$ cat src/rtl/frida_pkg.sv
// Shared types and constants for the FRIDA SPI configuration slave.
// Build option: SPI_READBACK_EN (see frida_spi_cfg.sv).
package frida_pkg;

    localparam int CFG_W_DEF = 180;
    localparam int CNT_W     = $clog2(CFG_W_DEF + 2);

    typedef enum logic [1:0] {
        IDLE,
        SHIFT,
        COMMIT
    } spi_state_t;

endpackage

$ cat src/rtl/frida_sync.sv
// Multi-flop bit synchronizer with selectable reset value.
// Build option: none.
module frida_sync #(
    parameter int   STAGES  = 2,
    parameter logic RST_VAL = 1'b0
) (
    input  logic clk,
    input  logic rst,
    input  logic i_d,
    output logic o_q
);

    logic [STAGES-1:0] r_ff;

    always_ff @(posedge clk or posedge rst) begin
        if (rst) begin
            r_ff <= {STAGES{RST_VAL}};
        end else begin
            r_ff <= {r_ff[STAGES-2:0], i_d};
        end
    end

    assign o_q = r_ff[STAGES-1];

endmodule

$ cat src/rtl/frida_spi_cfg.sv
// Oversampling SPI slave that commits whole CFG_W-bit frames to cfg_q.
// Build option: SPI_READBACK_EN shifts the previous cfg_q out on spi_sdo.
module frida_spi_cfg
    import frida_pkg::*;
#(
    parameter int CFG_W       = CFG_W_DEF,
    parameter int SYNC_STAGES = 2
) (
    input  logic             clk,
    input  logic             rst,
    input  logic             spi_sclk,
    input  logic             spi_sdi,
    input  logic             spi_cs_b,
    output logic             spi_sdo,
    output logic [CFG_W-1:0] cfg_q,
    output logic             cfg_valid,
    output logic             cfg_update,
    output logic             frame_err
);

    localparam int            CW       = $clog2(CFG_W + 2);
    localparam logic [CW-1:0] CNT_FULL = CW'(CFG_W);
    localparam logic [CW-1:0] CNT_SAT  = CW'(CFG_W + 1);

    logic w_sclk_s;
    logic w_sdi_s;
    logic w_cs_s;
    logic w_sclk_rise;
    logic w_cs_rise;
    logic [CFG_W-1:0] w_preload;

    logic             r_sclk_d;
    logic             r_cs_d;
    spi_state_t       r_state;
    logic [CW-1:0]    r_cnt;
    logic [CFG_W-1:0] r_sreg;
    logic [CFG_W-1:0] r_cfg;
    logic             r_valid;
    logic             r_update;
    logic             r_err;

    frida_sync #(.STAGES(SYNC_STAGES), .RST_VAL(1'b0)) u_sync_sclk (
        .clk (clk),
        .rst (rst),
        .i_d (spi_sclk),
        .o_q (w_sclk_s)
    );

    frida_sync #(.STAGES(SYNC_STAGES), .RST_VAL(1'b0)) u_sync_sdi (
        .clk (clk),
        .rst (rst),
        .i_d (spi_sdi),
        .o_q (w_sdi_s)
    );

    frida_sync #(.STAGES(SYNC_STAGES), .RST_VAL(1'b1)) u_sync_cs (
        .clk (clk),
        .rst (rst),
        .i_d (spi_cs_b),
        .o_q (w_cs_s)
    );

    assign w_sclk_rise = w_sclk_s & ~r_sclk_d;
    assign w_cs_rise   = w_cs_s & ~r_cs_d;

`ifdef SPI_READBACK_EN
    assign w_preload = r_cfg;
`else
    assign w_preload = '0;
`endif

    always_ff @(posedge clk or posedge rst) begin
        if (rst) begin
            r_sclk_d <= 1'b0;
            r_cs_d   <= 1'b1;
            r_state  <= IDLE;
            r_cnt    <= '0;
            r_sreg   <= '0;
            r_cfg    <= '0;
            r_valid  <= 1'b0;
            r_update <= 1'b0;
            r_err    <= 1'b0;
        end else begin
            r_sclk_d <= w_sclk_s;
            r_cs_d   <= w_cs_s;
            r_update <= 1'b0;
            r_err    <= 1'b0;
            unique case (r_state)
                IDLE: begin
                    // Level test also catches a cs fall that landed in COMMIT
                    if (!w_cs_s) begin
                        r_state <= SHIFT;
                        r_cnt   <= '0;
                        r_sreg  <= w_preload;
                    end
                end
                SHIFT: begin
                    if (w_cs_rise) begin
                        r_state <= COMMIT;
                    end else if (w_sclk_rise) begin
                        r_sreg <= {r_sreg[CFG_W-2:0], w_sdi_s};
                        if (r_cnt != CNT_SAT) begin
                            r_cnt <= r_cnt + 1'b1;
                        end
                    end
                end
                COMMIT: begin
                    if (r_cnt == CNT_FULL) begin
                        r_cfg    <= r_sreg;
                        r_valid  <= 1'b1;
                        r_update <= 1'b1;
                    end else begin
                        r_err <= 1'b1;
                    end
                    r_cnt   <= '0;
                    r_state <= IDLE;
                end
                default: r_state <= IDLE;
            endcase
        end
    end

`ifdef SPI_READBACK_EN
    logic r_sdo;

    always_ff @(posedge clk or posedge rst) begin
        if (rst) begin
            r_sdo <= 1'b0;
        end else begin
            r_sdo <= w_cs_s ? 1'b0 : r_sreg[CFG_W-1];
        end
    end

    assign spi_sdo = r_sdo;
`else
    assign spi_sdo = 1'b0;
`endif

    assign cfg_q      = r_cfg;
    assign cfg_valid  = r_valid;
    assign cfg_update = r_update;
    assign frame_err  = r_err;

endmodule

$ cat config.mk
export PLATFORM = sky130hd
export DESIGN_NAME = frida_spi_cfg
export DESIGN_NICKNAME = d
export VERILOG_FILES = /design/src/rtl/frida_pkg.sv /design/src/rtl/frida_sync.sv /design/src/rtl/frida_spi_cfg.sv
export SDC_FILE = /design/constraint.sdc
export NUM_CORES = 1
export LEC_CHECK = 0
export ABC_AREA = 1
export CORE_UTILIZATION = 55
export DETAILED_ROUTE_END_ITERATION = 8
export GPL_TIMING_DRIVEN = 0
export MAX_ROUTING_LAYER = met4
export PLACE_DENSITY_LB_ADDON = 0.1
export RECOVER_POWER = 100
export SYNTH_ARGS = -nofsm -noshare
export SYNTH_HDL_FRONTEND = slang
export SYNTH_HIERARCHICAL = 1
export SYNTH_SLANG_ARGS = --single-unit
$ cat constraint.sdc
create_clock -name clk -period 15.4 [get_ports clk]
set_input_delay 3.08 -clock clk [delete_from_list [all_inputs] [get_ports clk]]
set_output_delay 3.08 -clock clk [all_outputs]
set_load 0.01 [all_outputs]
* After elaboration in Yosys (flattened, before gate mapping)
Cells that the tools add are included.
Storage, ports and cells: register bits after elaboration 381, bits of input ports 5, output and inout port bits 184, word-level logic and storage cells 49
Operators by class: add/sub/neg operators 1, eq/ne operators 9, multiplexer cells 16, bitwise gates (word level) 4, reduce and logical (&&, ||, !) cells 7
Operator list (number):
- $mux 180 | 3
- $pmux 180 s2 | 1
- $mux 8 | 4
- $pmux 8 s3 | 1
- $ne 2x2->1 const B | 5
- $add 8x1->8 const B | 1
- $eq 8x8->1 const B | 1
- $ne 8x8->1 const B | 1
- $reduce_and 5->1 | 1
- $mux 1 | 4
- $mux 2 | 2
- $pmux 2 s2 | 1
- $reduce_and 2->1 | 2
- $reduce_and 4->1 | 1
- $reduce_bool 3->1 | 1
- $and 1x1->1 | 2
- $eq 2x1->1 const B | 1
- $eq 2x2->1 const B | 1
- $logic_not 2->1 | 1
- $not 1->1 | 2
- $reduce_bool 2->1 | 1

* Depth between registers and ports, before layout
Gate-level depths: netlist (run 1).
depth after elaboration 5, depth in mapped cells 10, depth with buffers taken out 9

* Modules after synthesis
Netlist (run 1), hierarchy kept.
Modules (own cells, without submodules):
- frida_spi_cfg | instances 1, cells each 1463, area an instance 14088.5 µm², seq. area each 9385.3 µm²
- frida_sync (u_sync_sclk ...) | instances 2, cells each 3, area an instance 53.8 µm², seq. area each 50.0 µm²
- frida_sync (u_sync_cs) | instances 1, cells each 3, area an instance 56.3 µm², seq. area each 52.6 µm²

* Worst setup path before layout (run 1)
No wires, ideal clock.
path kind reg-to-output, from register r_cfg[0], in the netlist cfg_q[0], to output port cfg_q[0], arrival 385 ps, data required time 12320 ps, slack 11935 ps, stages on the path, launching flop included 1, path buffers 0, cell sequence dfrtp_1
RTL lines:
- from (decl) | line frida_spi_cfg.sv:37 | logic [CFG_W-1:0] r_cfg;
- from (signal assigned) | line frida_spi_cfg.sv:109 | r_cfg <= r_sreg;
- to (decl) | line frida_spi_cfg.sv:15 | output logic [CFG_W-1:0] cfg_q,
No word-level cell between the ends.

==> flow_summary.toml, run 1 <==
[global_routing]
grt_overflow = 0
grt_antenna_before_repair = 0
grt_start_max_net_pins = 135
grt_use_total_pct = 24.6
grt_pass1_wl_um = 50500
grt_pass1_vias = 10000

[timing]
setup_ws_ns = 8.27
clock_skew_ns = 0.0118
finalCriticalPeriod_ns = 7.13
setup_viol_count_final = 0
relSlewSlack_pct = -259
clock.fmax_mhz = 140
rsz0062_at_grt = "no"
worst_pin_slew_ns = 5.36
finalMaxSlewViolations = 119
period_share_pct = 46.3
hold_violations = 0

[place]
place_area_sq_um = 16600
dp.cells = 1991
dpl.hpwl_um = 20000
portBuffers = 187
place_congestion = 0.818
dp_slack_ns = 10.48

[outcome]
violations = "capacitance limit, slew limit"
status = "finished with violations"

[synth]
synthMuxAreaShare_pct = 0
syn-num-nets = 1480
yosysTopAreaCell = "dfrtp_1"
synth_xor_area_share_pct = 0
synth_compound_area_share_pct = 12.7
synth_cell_types = 24
synth_top_area_share_pct = 66.4
synth_area_leaders = "dfrtp_1, nand2_1, o21ai_0"
synth_top_family_by_area = "compound AO/OA/AOI/OAI gates"
synth_seq_cells = 381
synthAdderAreaFrac_pct = 0.263
syn_area_sq_um = 14300
synth_warnings = 6
synthSimpleGateAreaFrac_pct = 12.1
yosysSeqAreaShare_pct = 66.9
avgSynthCellArea_sq_um = 9.68
postSynthCellCount = 1472

[critical_path]
path_cells = "dlygate4sd3_1 > clkinvlp_2"
slowest_delay_ns = 2.99
path_delay_family = "buffers and inverters"
arrival_ns = 6.79
crit_buf_inv = 2
worst-path-max-fanout = 118
crit_required_ns = 15.05
crit_type = "input port to async pin"
startpoint_type = "input port"
cp-end-kind = "async pin"
critPathSlowestCell = "clkinvlp_2"

[cts]
hold_buffers = 0
cts_tree = "done"
cts_setup_buffers = 0
cts_buffers = 39
clock_latency_ns = 0.52
cts.path.max_buffers = 3
cts_max_level = 2
clk_pin_slew_worst_paths_ns = 0.06
cts.repair.resized = 0
cts.sinks = 381
clock-root-buffer = "clkbuf_16"

[floorplan]
fp.dieW_um = 163
start_util_pct = 56.3
dieArea_sq_um = 26600
fp.coreArea_sq_um = 25300
io_pins = 189
die-height_um = 163
num_rows = 58

[route]
vias_per_cell = 5.08
wl_per_cell_um = 14.8
routed_wl_um = 30500
ant_nets = 0
vias = 10500
drt_iter0_drc = 816
drt_pass1_iterations = 4
drc = 0

[cells_and_area]
layout-drive-gt1-share_pct = 4.40
area_growth_pct = 24.9
finish.instance_area_sq_um = 17800
utilization_pct = 70.3
final_cells = 2059
seq_area_sq_um = 9540
n_antenna_cell = 0
final.fill_count = 1972
multiInputGateArea_sq_um = 3570
nNetsFinal = 1710

[job]
maxCapViolations = 1

[power]
peakVddDrop_mv = 0.106
power_mw = 2.01
leakagePower_nw = 8.36
cellPowerDensity_nw_per_um2 = 113

[min_path]
hold_path_class = "flip-flop to flip-flop"
[report_power, final]
part	switching [mW]	internal, mW	leakage (nW)
Combinational	0.0620	0.0135	2.43
Sequential	0.00293	1.00	5.30
Clock	0.369	0.563	0.635
Total	0.433	1.58	8.36
[worst paths after layout]
kind	startpoint	to	slack (ns)	cells past startpoint
max reg2reg	r_state[1]	r_sreg[64]	12.49	9
min reg2reg	u_sync_sclk/r_ff[0]	u_sync_sclk/r_ff[1]	0.36	0
max	rst	r_sreg[136]	8.27	2
min in group asynchronous	rst	u_sync_sclk/r_ff[0]	2.93	2
min	u_sync_sclk/r_ff[0]	u_sync_sclk/r_ff[1]	0.36	0
max in group clk	cfg_q[15]	cfg_q[15]	10.77	1
[per-stage QoR]
| stage | TNS [ns] | hold slack (ns) |
|---|---|---|
| 2_1_floorplan | 0 | 0.331 |
| 3_3_place_gp | -839.96 | 0.337 |
| 3_5_place_dp | 0 | 0.342 |
| 4_1_cts | 0 | 0.357 |
| 5_1_grt | 0 | 0.365 |
| 6_report | 0 | 0.359 |
[synthesized netlist by cell type, drive strengths merged]
library cell,number
nor3,1
nor3b,1
nand3,11
dfrtp,378
o21bai,2
nor2,18
conb,1
clkbuf,33
ha,3
inv,199
or2,1
and3,1
o21ai,358
nand2,416
buf,45
dfstp,3
a21boi,1
[layout by cell type (no fill, tap or decap)]
cell           instances
o21bai_1               2
inv_2                  2
nor2_2                 2
clkbuf_16             41
buf_2                  6
dfstp_2                2
ha_1                   3
buf_4                  1
nor3b_1                1
nor3_1                 1
dlygate4sd3_1        187
clkinvlp_4             1
clkbuf_1              80
o21ai_1               14
clkinv_4               1
dfrtp_1              378
nor2_1                16
dfstp_1                1
conb_1                 1
inv_1                196
and3_1                 1
o21ai_0              344
buf_16                 2
nand3_1               11
nand2_1              416
a21boi_0               1
clkinvlp_2             1
clkbuf_8              16
or2_2                  1
[flip-flops by register name, indices dropped and copies added (netlist names)]
signal and cells:
r_state 2, frame_err 1, r_cnt 8, cfg_valid 1
u_sync_cs/r_ff 2, r_cs_d 1, u_sync_sdi/r_ff 2, r_sreg 180
cfg_update 1, cfg_q 180, u_sync_sclk/r_ff 2, r_sclk_d 1
[cell families (layout without fill, tap and decap cells)]
| kind of cell | count (synthesis) | in the layout |
|---|---|---|
| simple gates | 449 | 449 |
| flops | 381 | 381 |
| compound gates | 361 | 361 |
| buf+inv | 277 | 534 |
| fa+ha+maj | 3 | 3 |
| other cells | 1 | 1 |
[metal layers]
layer  up-vias  global-route usage (%)  routed length, um
li1       5067                       -                  -
met1      5104                    34.5              14000
met2       250                    36.3              14000
met3        47                    5.40               1730
met4         0                    7.22                761
met5         -                       -                  0
[final cells by class]
cell class,instances,area share (%)
plain buffers,78,1.71
well taps,330,2.32
flip-flops and latches,381,53.6
multi-input cells,814,20.1
repair buffers,189,10.8
clock buffers,66,7.19
inverters,199,4.20
clock inverters,2,0.0914
Note: power is estimated with default switching activity, not from simulation.
==> run 2, diff against run 1 <==
Settings changed: CORE_UTILIZATION 55 to 49.
Clock period 15.4 ns to 6.4 ns, I/O delays scaled along.
==> run 2 against run 1 <==
The flow still finishes with violations (capacitance limit, slew limit); first-iteration DRC count shrank 22%; worst hold slack lost 0.0048 ns; core utilization shrank 7.7 points; die area grew 12%; clock skew grew 0.0026 ns; largest power group unchanged; highest routed layer unchanged; largest cell class unchanged; power grew 140%; worst setup slack lost 5.0 ns.
==> flow_summary.toml, run 2 (synthesized netlist as in run 1, its figures left out) <==
[floorplan]
start_util_pct = 49.8
fp.dieW_um = 173
dieArea_sq_um = 29800
io_pins = 189
fp.coreArea_sq_um = 28600
num_rows = 62
die-height_um = 173

[global_routing]
grt_overflow = 0
grt_pass1_vias = 10300
grt_use_total_pct = 22.0
grt_antenna_before_repair = 0
grt_pass1_wl_um = 52100
grt_start_max_net_pins = 44

[power]
combPwrFrac_pct = 4.0
power_mw = 4.76
swShare_pct = 22.1
seqPwrFrac_pct = 50.9
cellPowerDensity_nw_per_um2 = 266
p_clk_share_pct = 45.1
peakVddDrop_mv = 0.184
p_switching_mw = 1.05
leakagePower_nw = 8.39
p_int_mw = 3.71

[route]
drc = 0
vias_per_cell = 4.89
drt_iter0_drc = 636
vias = 10400
drt_pass1_iterations = 5
wl_per_cell_um = 14.3
routed_wl_um = 30400
ant_nets = 0

[critical_path]
startpoint_type = "input port"
reg2reg_slack_ns = 3.58
cp-end-kind = "async pin"
arrival_ns = 3.80
r2r.worst_path.cells = 9
worstReg2RegEnd = "r_sreg[84]"
worst-path-max-fanout = 43
crit_required_ns = 7.09
timing.rr.start = "r_state[1]"
crit_type = "input port to async pin"

[timing]
worst_pin_slew_ns = 1.82
rsz0062_at_grt = "no"
period_share_pct = 48.6
finalMaxSlewViolations = 32
hold-worst-slack_ns = 0.354
clock.fmax_mhz = 321
relSlewSlack_pct = -22.1
hold_violations = 0
clock_skew_ns = 0.0144
finalCriticalPeriod_ns = 3.11
setup_viol_count_final = 0

[cts]
cts_max_level = 2
cts_setup_buffers = 0
cts_tree = "done"
clock_latency_ns = 0.51
cts.path.max_buffers = 3
hold_buffers = 0
cts.sinks = 381
clk_pin_slew_worst_paths_ns = 0.06
clock-root-buffer = "clkbuf_16"
cts.repair.resized = 0
cts_buffers = 40

[cells_and_area]
nNetsFinal = 1718
final_cell_mix = "nand2_1, dfrtp_1, o21ai_0"
final.fill_count = 2425
final_cells = 2120
final_common_cell = "nand2_1"
n_antenna_cell = 0
finish.instance_area_sq_um = 17900
layout-drive-gt1-share_pct = 4.72
area_growth_pct = 25.6
multiInputGateArea_sq_um = 3570
seq_area_sq_um = 9540

[place]
dp.cells = 2052
place_area_sq_um = 16800
dpl.hpwl_um = 20700
portBuffers = 187
place_congestion = 0.796

[min_path]
whs_endpoint = "u_sync_sclk/r_ff[1]"
hp-start = "u_sync_sclk/r_ff[0]"
hold_path_class = "flip-flop to flip-flop"
hold_depth = 0

[outcome]
status = "finished with violations"
violations = "capacitance limit, slew limit"

[job]
maxCapViolations = 1
==> run 2: final cells by class <==
type | instances | area share, %
Sequential cell | 381 | 53.3
Multi-Input combinational cell | 814 | 19.9
Timing Repair Buffer | 196 | 11.5
Clock buffer | 58 | 6.48
Inverter | 199 | 4.18
Tap cell | 384 | 2.68
Buffer | 78 | 1.70
Clock inverter | 10 | 0.300
==> run 2: layer usage <==
layer / global-route usage, % / routed length, um / part of all wire (%) / vias up
li1: - / - / - / 5079
met5: - / 0 / 0 / -
met4: 4.76 / 430 / 1.4 / 0
met3: 4.66 / 1730 / 5.7 / 32
met2: 33.7 / 14000 / 46 / 210
met1: 30.3 / 14200 / 47 / 5039
==> run 2: worst max-delay path, stage by stage <==
cell	delay, ns
dlygate4sd3_1	0.59
clkinvlp_2	1.09
buf_12	0.31
buf_12	0.23
buf_12	0.26
==> run 2: per-stage QoR <==
stage,util [%],TNS (ns),setup slack (ns)
after floorplan,-,0,0.0847
after global placement,58.0,-896.94,-2.43
after detailed placement,58.7,0,3.25
after CTS,62.9,0,3.62
after global routing,62.6,0,2.97
final,62.6,0,3.29
==> run 2: power by group through the flow <==
stage	Clock [mW]	Combinational (mW)	Sequential (mW)
finish	2.15	0.190	2.42
global route	2.29	0.219	2.42
CTS	2.21	0.213	2.42
detailed placement	0	0.212	2.47
global placement	0	0.199	2.47
floorplan	0	0.142	2.47
==> run 2: worst max path at each step <==
stage                from          to  slack [ns]  depth (start not counted)
2_1_floorplan         rst    cfg_q[0]        0.08                          1
3_3_place_gp          rst  cfg_q[111]       -2.43                          2
3_5_place_dp          rst  cfg_q[104]        3.25                          5
4_1_cts        cfg_q[177]  cfg_q[177]        3.62                          1
5_1_grt               rst   cfg_q[96]        2.97                          5
6_report              rst   cfg_q[97]        3.29                          5
